==> src/rtl/halflife_pkg.sv <==
// halflife_pkg: shared state encoding and default widths for the half-life decay controller.
package halflife_pkg;
  typedef enum logic [1:0] {IDLE, RUN, DONE} state_t;
  localparam int DEF_N = 4;
  localparam int DEF_P = 8;
endpackage

==> src/rtl/halflife_prescaler.sv <==
// halflife_prescaler: reloadable P-bit down-counter that stops at zero and flags it.
module halflife_prescaler import halflife_pkg::*; #(
  parameter int P = DEF_P
) (
  input  logic         clk,
  input  logic         rst,
  input  logic         load,
  input  logic [P-1:0] load_val,
  input  logic         en,
  output logic         zero
);
  logic [P-1:0] r_cnt;
  always_ff @(posedge clk)
    r_cnt <= !rst ? '0 : load ? load_val : (en && r_cnt != '0) ? r_cnt - P'(1) : r_cnt;
  assign zero = r_cnt == '0;
endmodule

==> src/rtl/halflife_decay_ctrl.sv <==
// halflife_decay_ctrl: halves a quantity every period cycles until it reaches zero,
// with pause, restart and per-halving tick.
module halflife_decay_ctrl import halflife_pkg::*; #(
  parameter int N = DEF_N,
  parameter int P = DEF_P,
  localparam int HW = $clog2(N + 1)
) (
  input  logic          clk,
  input  logic          rst,
  input  logic          start,
  input  logic          hold,
  input  logic [N-1:0]  init,
  input  logic [P-1:0]  period,
  output logic [N-1:0]  value,
  output logic [HW-1:0] halvings,
  output logic          tick,
  output logic          busy,
  output logic          done
);
  state_t       r_state;
  logic [P-1:0] r_pm1;
  logic [P-1:0] w_pm1_new;
  logic [N-1:0] w_half;
  logic         w_zero, w_run, w_halve;
  // period 0 behaves as 1, so the reload value saturates at 0
  assign w_pm1_new = (period == '0) ? '0 : period - P'(1);
  assign w_half    = value >> 1;
  assign w_run     = r_state == RUN && !hold;
  assign w_halve   = w_run && w_zero;
  halflife_prescaler #(.P(P)) u_pre (
    .clk      (clk),
    .rst      (rst),
    .load     (start || w_halve),
    .load_val (start ? w_pm1_new : r_pm1),
    .en       (w_run),
    .zero     (w_zero)
  );
  always_ff @(posedge clk) begin
    if (!rst) begin
      r_state  <= IDLE;
      r_pm1    <= '0;
      value    <= '0;
      halvings <= '0;
      tick     <= 1'b0;
      busy     <= 1'b0;
      done     <= 1'b0;
    end else begin
      tick <= 1'b0;
      if (start) begin
        r_state  <= RUN;
        r_pm1    <= w_pm1_new;
        value    <= init;
        halvings <= '0;
        busy     <= 1'b1;
        done     <= 1'b0;
      end else if (w_halve) begin
        value    <= w_half;
        halvings <= halvings + HW'(1);
        tick     <= 1'b1;
        if (w_half == '0) begin
          r_state <= DONE;
          busy    <= 1'b0;
          done    <= 1'b1;
        end
      end
    end
  end
endmodule

==> config.mk <==
export PLATFORM = sky130hd
export DESIGN_NAME = halflife_decay_ctrl
export DESIGN_NICKNAME = d
export VERILOG_FILES = /design/src/rtl/halflife_pkg.sv /design/src/rtl/halflife_prescaler.sv /design/src/rtl/halflife_decay_ctrl.sv
export SDC_FILE = /design/constraint.sdc
export NUM_CORES = 1
export LEC_CHECK = 0
export BUFFER_PORTS_ARGS = -buffer_cell sky130_fd_sc_hd__buf_2
export CAP_MARGIN = 20
export CORE_MARGIN = 5
export CORE_UTILIZATION = 30
export DETAILED_ROUTE_END_ITERATION = 8
export PLACE_DENSITY = 0.58
export SYNTH_ARGS = -nofsm -noshare
export SYNTH_HDL_FRONTEND = slang
export SYNTH_SLANG_ARGS = --single-unit
==> constraint.sdc <==
create_clock -name clk -period 2.6 [get_ports clk]
set_input_delay 0.26 -clock clk [delete_from_list [all_inputs] [get_ports clk]]
set_output_delay 0.26 -clock clk [all_outputs]
set_load 0.005 [all_outputs]
==> flow_summary.yaml, run 1 <==
run_status:
  run_status: "complete, no violations"
clock_network:
  cts_resized: 0
  cts_max_level: 1
  cts_buffers: 3
  clkTransAtPathRegs_ns: 0.10
  cts_tree: "built"
  cts_hold_buf: 0
  root_buffer: "clkbuf_8"
  clkLatencyLatePin_ns: 0.28
  cts_sinks: 26
  cts_setup_buffers: 0
  cts_buffer_depth: 2
critical_path:
  slowest_delay_ns: 0.46
  crit_slowest_cell: "nor4_1"
  ff2ff_setup_slack_ns: 0.49
  critPathMaxFanout: 9
  critPathKind: "reg2reg"
  r2r-start: "u_pre.r_cnt[0]$_SDFFE_PN0P_"
  worstPathArrival_ns: 2.27
  rr_endpoint: "r_state[0]$_SDFFE_PN0P_"
  crit_path_start_kind: "flip-flop"
  worst_setup_path_end_kind: "flip-flop"
  path_cells: "inv_1 > ha_1 > nor3b_1 > nand3_1 > nor4_1 > o21a_1 > nor2_1"
  cp-startpoint: "u_pre.r_cnt[0]$_SDFFE_PN0P_"
  cp_num_buf_inv: 1
  required_ns: 2.76
  rr_worst_depth: 7
  cpLargestDelayFamily: "simple AND/OR/NAND/NOR gates"
yosys:
  yosysSeqAreaShare: 0.3580
  synthMostInstantiatedCell: "dfxtp_1"
  synth_area_leaders: "dfxtp_1 36%, nand2_1 4.4%, ha_1 4.3%, nor2_1 4.1%, a21oi_1 3.1%"
  syn_area_sq_um: 1454
  synth_area_per_cell_sq_um: 8.261
  ys_ff_latch: 26
  synthTopCellsByCount: "26 x dfxtp_1, 17 x nand2_1, 16 x nor2_1"
  synth-async-reset-ratio: 0
  synthFlopType: "dfxtp_1"
  synth_area_leader_cell: "dfxtp_1"
  synth_edf_count: 0
  synth_cell_type_count: 49
  yosys_warnings: 0
  synth_cells: 176
  syn_nets: 197
  yosysTopAreaCellShare: 0.3580
placed_design:
  placedCellCount: 261
  portBuffers: 25
  dp_hpwl_microns: 2753
  globalplace.congestion: 0.7780
  placed_area_sq_um: 1643
global_route:
  grtUsageMet2: 0.1903
  use_met3: 0.03047
  globalRouteMet1Util: 0.1789
  top_usage_layer: "met2"
  grt-ovfl-total: 0
  grt_pass1_vias: 1279
  grt_pass1_wl_microns: 6272
  track_usage: 0.1271
  grt_max_degree: 17
  antenna_found_initial: 0
layout:
  final_nets: 220
  diodes: 0
  fin_util: 0.3629
  finalNonFillerCells: 265
  finalInstanceArea_sq_um: 1714
  areaGrowthSynthToFinish_pct: 17.90
  drive_gt1_frac: 0.2121
  fill_cells: 514
drt:
  vias_per_cell: 5.000
  drt_wl_total_microns: 3663
  dr_total_vias: 1325
  post_drt_wl_per_cell_microns: 13.82
  ant_nets: 0
  drt_iter0_drc: 116
  drc_errors: 0
  dr.pass1.iters: 4
worst_hold_path:
  hold_depth: 3
  hp-class: "in2reg"
  hp-start: "init[3]"
  whs_endpoint: "value[3]$_SDFFE_PN0P_"
sta:
  slew_viol_final: 0
  hold_viol: 0
  rsz0062_at_grt: "no"
  fmax_ghz: 0.4731
  min_period_ns: 2.114
  max_slew_margin: 0.5954
  tightest_slew_ns: 0.6057
  skew_ns: 0.008101
  setup_violations: 0
  finalCritPeriodShare: 0.8131
  setup_tns_ns: 0
  holdWs_ns: 0.2243
floorplanning:
  dieArea_sq_um: 6339
  io_pins: 26
  die_height_microns: 79.62
  die_w_microns: 79.62
  row_count: 25
  start_util: 0.3078
  coreArea_sq_um: 4723
power_and_ir_drop:
  vdd_drop_max_v: 0.0002772
  power_density_nw_per_um2: 570.0
  p_leak_nw: 0.6746
run:
  maxCapViolations: 0
## area by class of cell
cell class	instances	area (sq um)	share of cell area
tap	67	83.83	0.04891
clock buffer	3	41.29	0.02409
multi-input combinational	130	857.1	0.5000
clock inverter	1	30.03	0.01752
timing repair buffer	27	140.1	0.08175
inverter	11	41.29	0.02409
sequential	26	520.5	0.3037
## per-stage QoR
stage	worst slack [ns]	power (W)
2_1_floorplan	0.9071	0.0005794
3_3_place_gp	0.5413	0.0006386
3_5_place_dp	0.5394	0.0006401
4_1_cts	0.5037	0.0009867
5_1_grt	0.1398	0.001031
6_report	0.4861	0.0009771
## power by group
part,switching [W],total (W),internal (W),leakage [nW]
Clock,0.000139,0.000345,0.000206,0.0357
Sequential,0.0000243,0.000447,0.000423,0.214
Combinational,0.000105,0.000185,0.0000800,0.425
## worst min-delay path: stages
cell,delay (ns)
buf_2,0.10
nand2_1,0.05
a21oi_1,0.05
## registers in the layout, indices dropped and copies added (netlist names)
register	flops
u_pre.r_cnt	8
value	4
r_pm1	8
tick	1
r_state	2
halvings	3
## cells in the final DEF (no fill, tap or decap), types with 3 or more instances in the layout
cell type and count:
clkbuf_8 3, a211oi_1 4, mux2i_1 3, o21ai_0 4, o21a_1 4, nor3_1 5
nand2b_1 3, a21oi_1 9, xnor2_1 3, dfxtp_1 26, ha_1 5, buf_2 25
nor2_1 16, nand3_1 8, inv_1 10, o22ai_1 3, o21ai_1 3, nand2_1 17
a31oi_1 4
## cell families after synthesis
kind of cell / synth area share
flip-flops: 0.3580
AND/OR/NAND/NOR: 0.2642
adder cells (fa/ha/maj): 0.04303
multiplexers: 0.02840
AO/OA/AOI/OAI: 0.2238
XOR/XNOR: 0.03013
buffers and inverters: 0.05249
## how the worst max path moves through the flow
stage | to | slack, ns | cells past startpoint
2_1_floorplan | u_pre.r_cnt[3]$_SDFFE_PN0P_ | 0.91 | 7
3_3_place_gp | r_state[0]$_SDFFE_PN0P_ | 0.54 | 6
3_5_place_dp | r_state[0]$_SDFFE_PN0P_ | 0.54 | 7
4_1_cts | r_state[0]$_SDFFE_PN0P_ | 0.50 | 7
5_1_grt | r_state[0]$_SDFFE_PN0P_ | 0.14 | 7
6_report | r_state[0]$_SDFFE_PN0P_ | 0.49 | 7
## per-layer routing
layer / wire length (microns) / up-vias
li1: - / 677
met2: 1600 / 37
met1: 1832 / 609
met5: 0 / -
met4: 34 / 0
met3: 195 / 2
Power figures use the tool's default switching activity.
==> run 2: changes to the inputs <==
- clock period: 2.6 -> 2.1 ns (I/O delays scaled with it)
==> flow_summary.yaml, run 2 (synthesis results as in run 1) <==
worst_hold_path:
  hp-class: "in2reg"
sta:
  fmax_ghz: 0.5539
  tightest_slew_ns: 0.4268
  skew_ns: 0.008328
  finalWorstSetupSlack_ns: 0.2945
  max_slew_margin: 0.7151
  setup_tns_ns: 0
  finalCritPeriodShare: 0.8598
  slew_viol_final: 0
  rsz0062_at_grt: "no"
  hold_viol: 0
  setup_violations: 0
  min_period_ns: 1.805
power_and_ir_drop:
  p_leak_nw: 0.6873
  vdd_drop_max_v: 0.0004591
  p_comb_frac: 0.223
  p_total_w: 0.001076
  p_switching_w: 0.0003173
  clkPwrFrac: 0.264
  p_int_w: 0.0007587
  p_sw_frac: 0.2949
  power_density_nw_per_um2: 620.5
  p_seq_frac: 0.512
global_route:
  grt_pass1_vias: 1279
  grt_pass1_wl_microns: 6203
  grt-ovfl-total: 0
  track_usage: 0.1243
  antenna_found_initial: 0
  grt_max_degree: 16
critical_path:
  cp_num_buf_inv: 1
  critPathMaxFanout: 11
  worstPathArrival_ns: 1.97
  cpLargestDelayFamily: "simple AND/OR/NAND/NOR gates"
  crit_path_start_kind: "flip-flop"
  critPathKind: "reg2reg"
  slowest_delay_ns: 0.42
  required_ns: 2.26
  path_cells: "inv_1 > ha_1 > nor3b_2 > and3_2 > nor2_1 > a221oi_1 > a32o_1"
  worst_setup_path_end_kind: "flip-flop"
  crit_slowest_cell: "dfxtp_1"
clock_network:
  cts_tree: "built"
  cts_buffers: 3
  cts_sinks: 26
  cts_max_level: 1
  clkLatencyLatePin_ns: 0.27
  cts_hold_buf: 0
  root_buffer: "clkbuf_8"
  cts_buffer_depth: 2
  clkTransAtPathRegs_ns: 0.09
floorplanning:
  dieArea_sq_um: 6339
  coreArea_sq_um: 4723
  die_w_microns: 79.62
  io_pins: 26
  start_util: 0.3078
  die_height_microns: 79.62
  row_count: 25
layout:
  layout_commonest_cell: "dfxtp_1"
  diodes: 0
  drive_gt1_frac: 0.2426
  final_cell_mix: "26 x dfxtp_1, 25 x buf_2, 17 x nand2_1, 16 x nor2_1, 10 x inv_1"
  finalInstanceArea_sq_um: 1734
  final_nets: 225
  largest_registers: "r_pm1 (8), u_pre.r_cnt (8), value (4)"
  finalNonFillerCells: 269
  areaGrowthSynthToFinish_pct: 19.28
drt:
  vias_per_cell: 5.227
  drc_errors: 0
  post_drt_wl_per_cell_microns: 13.62
  drt_iter0_drc: 150
  dr.pass1.iters: 4
  ant_nets: 0
  drt_wl_total_microns: 3664
  dr_total_vias: 1406
placed_design:
  globalplace.congestion: 0.8525
  dpl_worst_slack_ns: 0.09351
  placed_area_sq_um: 1680
  dp_hpwl_microns: 2759
  portBuffers: 25
  placedCellCount: 266
run_status:
  run_status: "complete, no violations"
run:
  maxCapViolations: 0
run 2: cell count changes in the layout (fill, tap and decap cells not counted):
cell       before  now
nor3b_1         1    0
nor4_1          2    1
bufinv_16       1    0
buf_4           2    7
nor3b_2         1    2
and3_1          1    0
and3_2          0    1
nor4_2          1    2
run 2: tightest hold or removal path: stages:
cell and delay [ns]:
buf_2 0.10, nand2_1 0.05, a21oi_1 0.05
run 2: final cells by class:
| class | instances | area, sq um |
|---|---|---|
| timing repair buffer | 32 | 177.7 |
| tap | 67 | 83.83 |
| fill | 503 | 2989 |
| inverter | 11 | 41.29 |
| sequential | 26 | 520.5 |
| multi-input combinational | 130 | 869.6 |
| clock buffer | 3 | 41.29 |
run 2: metrics by stage:
| stage | util | hold WS (ns) |
|---|---|---|
| final | 0.3672 | 0.1803 |
| after global routing | 0.3672 | 0.1931 |
| after CTS | 0.3645 | 0.1801 |
| after detailed placement | 0.3558 | 0.4644 |
| after global placement | 0.3558 | 0.4640 |
| after floorplan | - | 0.3548 |
run 2: layer usage:
layer  global-route usage  wire [microns]
met5                    0               0
met4              0.03093              43
met3              0.02596             178
met2               0.1928            1660
met1               0.1747            1781
run 2: path summary, 6_finish.rpt:
kind / slack, ns / start / depth (start not counted) / end
setup / recovery: 0.29 / u_pre.r_cnt[0]$_SDFFE_PN0P_ / 7 / u_pre.r_cnt[1]$_SDFFE_PN0P_
hold / removal: 0.18 / init[3] / 3 / value[3]$_SDFFE_PN0P_
setup reg to reg: 0.29 / u_pre.r_cnt[0]$_SDFFE_PN0P_ / 7 / u_pre.r_cnt[1]$_SDFFE_PN0P_
hold reg to reg: 0.48 / halvings[1]$_SDFFE_PP0P_ / 2 / halvings[1]$_SDFFE_PP0P_
run 2: power by group through the flow:
stage          registers [W]  logic (W)  clock network (W)
2_1_floorplan       0.000557   0.000161                  0
3_3_place_gp        0.000561   0.000236                  0
3_5_place_dp        0.000562   0.000238                  0
4_1_cts             0.000550   0.000239           0.000296
5_1_grt             0.000556   0.000272           0.000313
6_report            0.000551   0.000240           0.000284
run 2: timing repair:
action / in CTS / in global routing
resized for setup: 0 / 3
setup buffers: 0 / 0
hold endpoints to repair: 0 / 0
endpoints found under the setup margin: 0 / 6
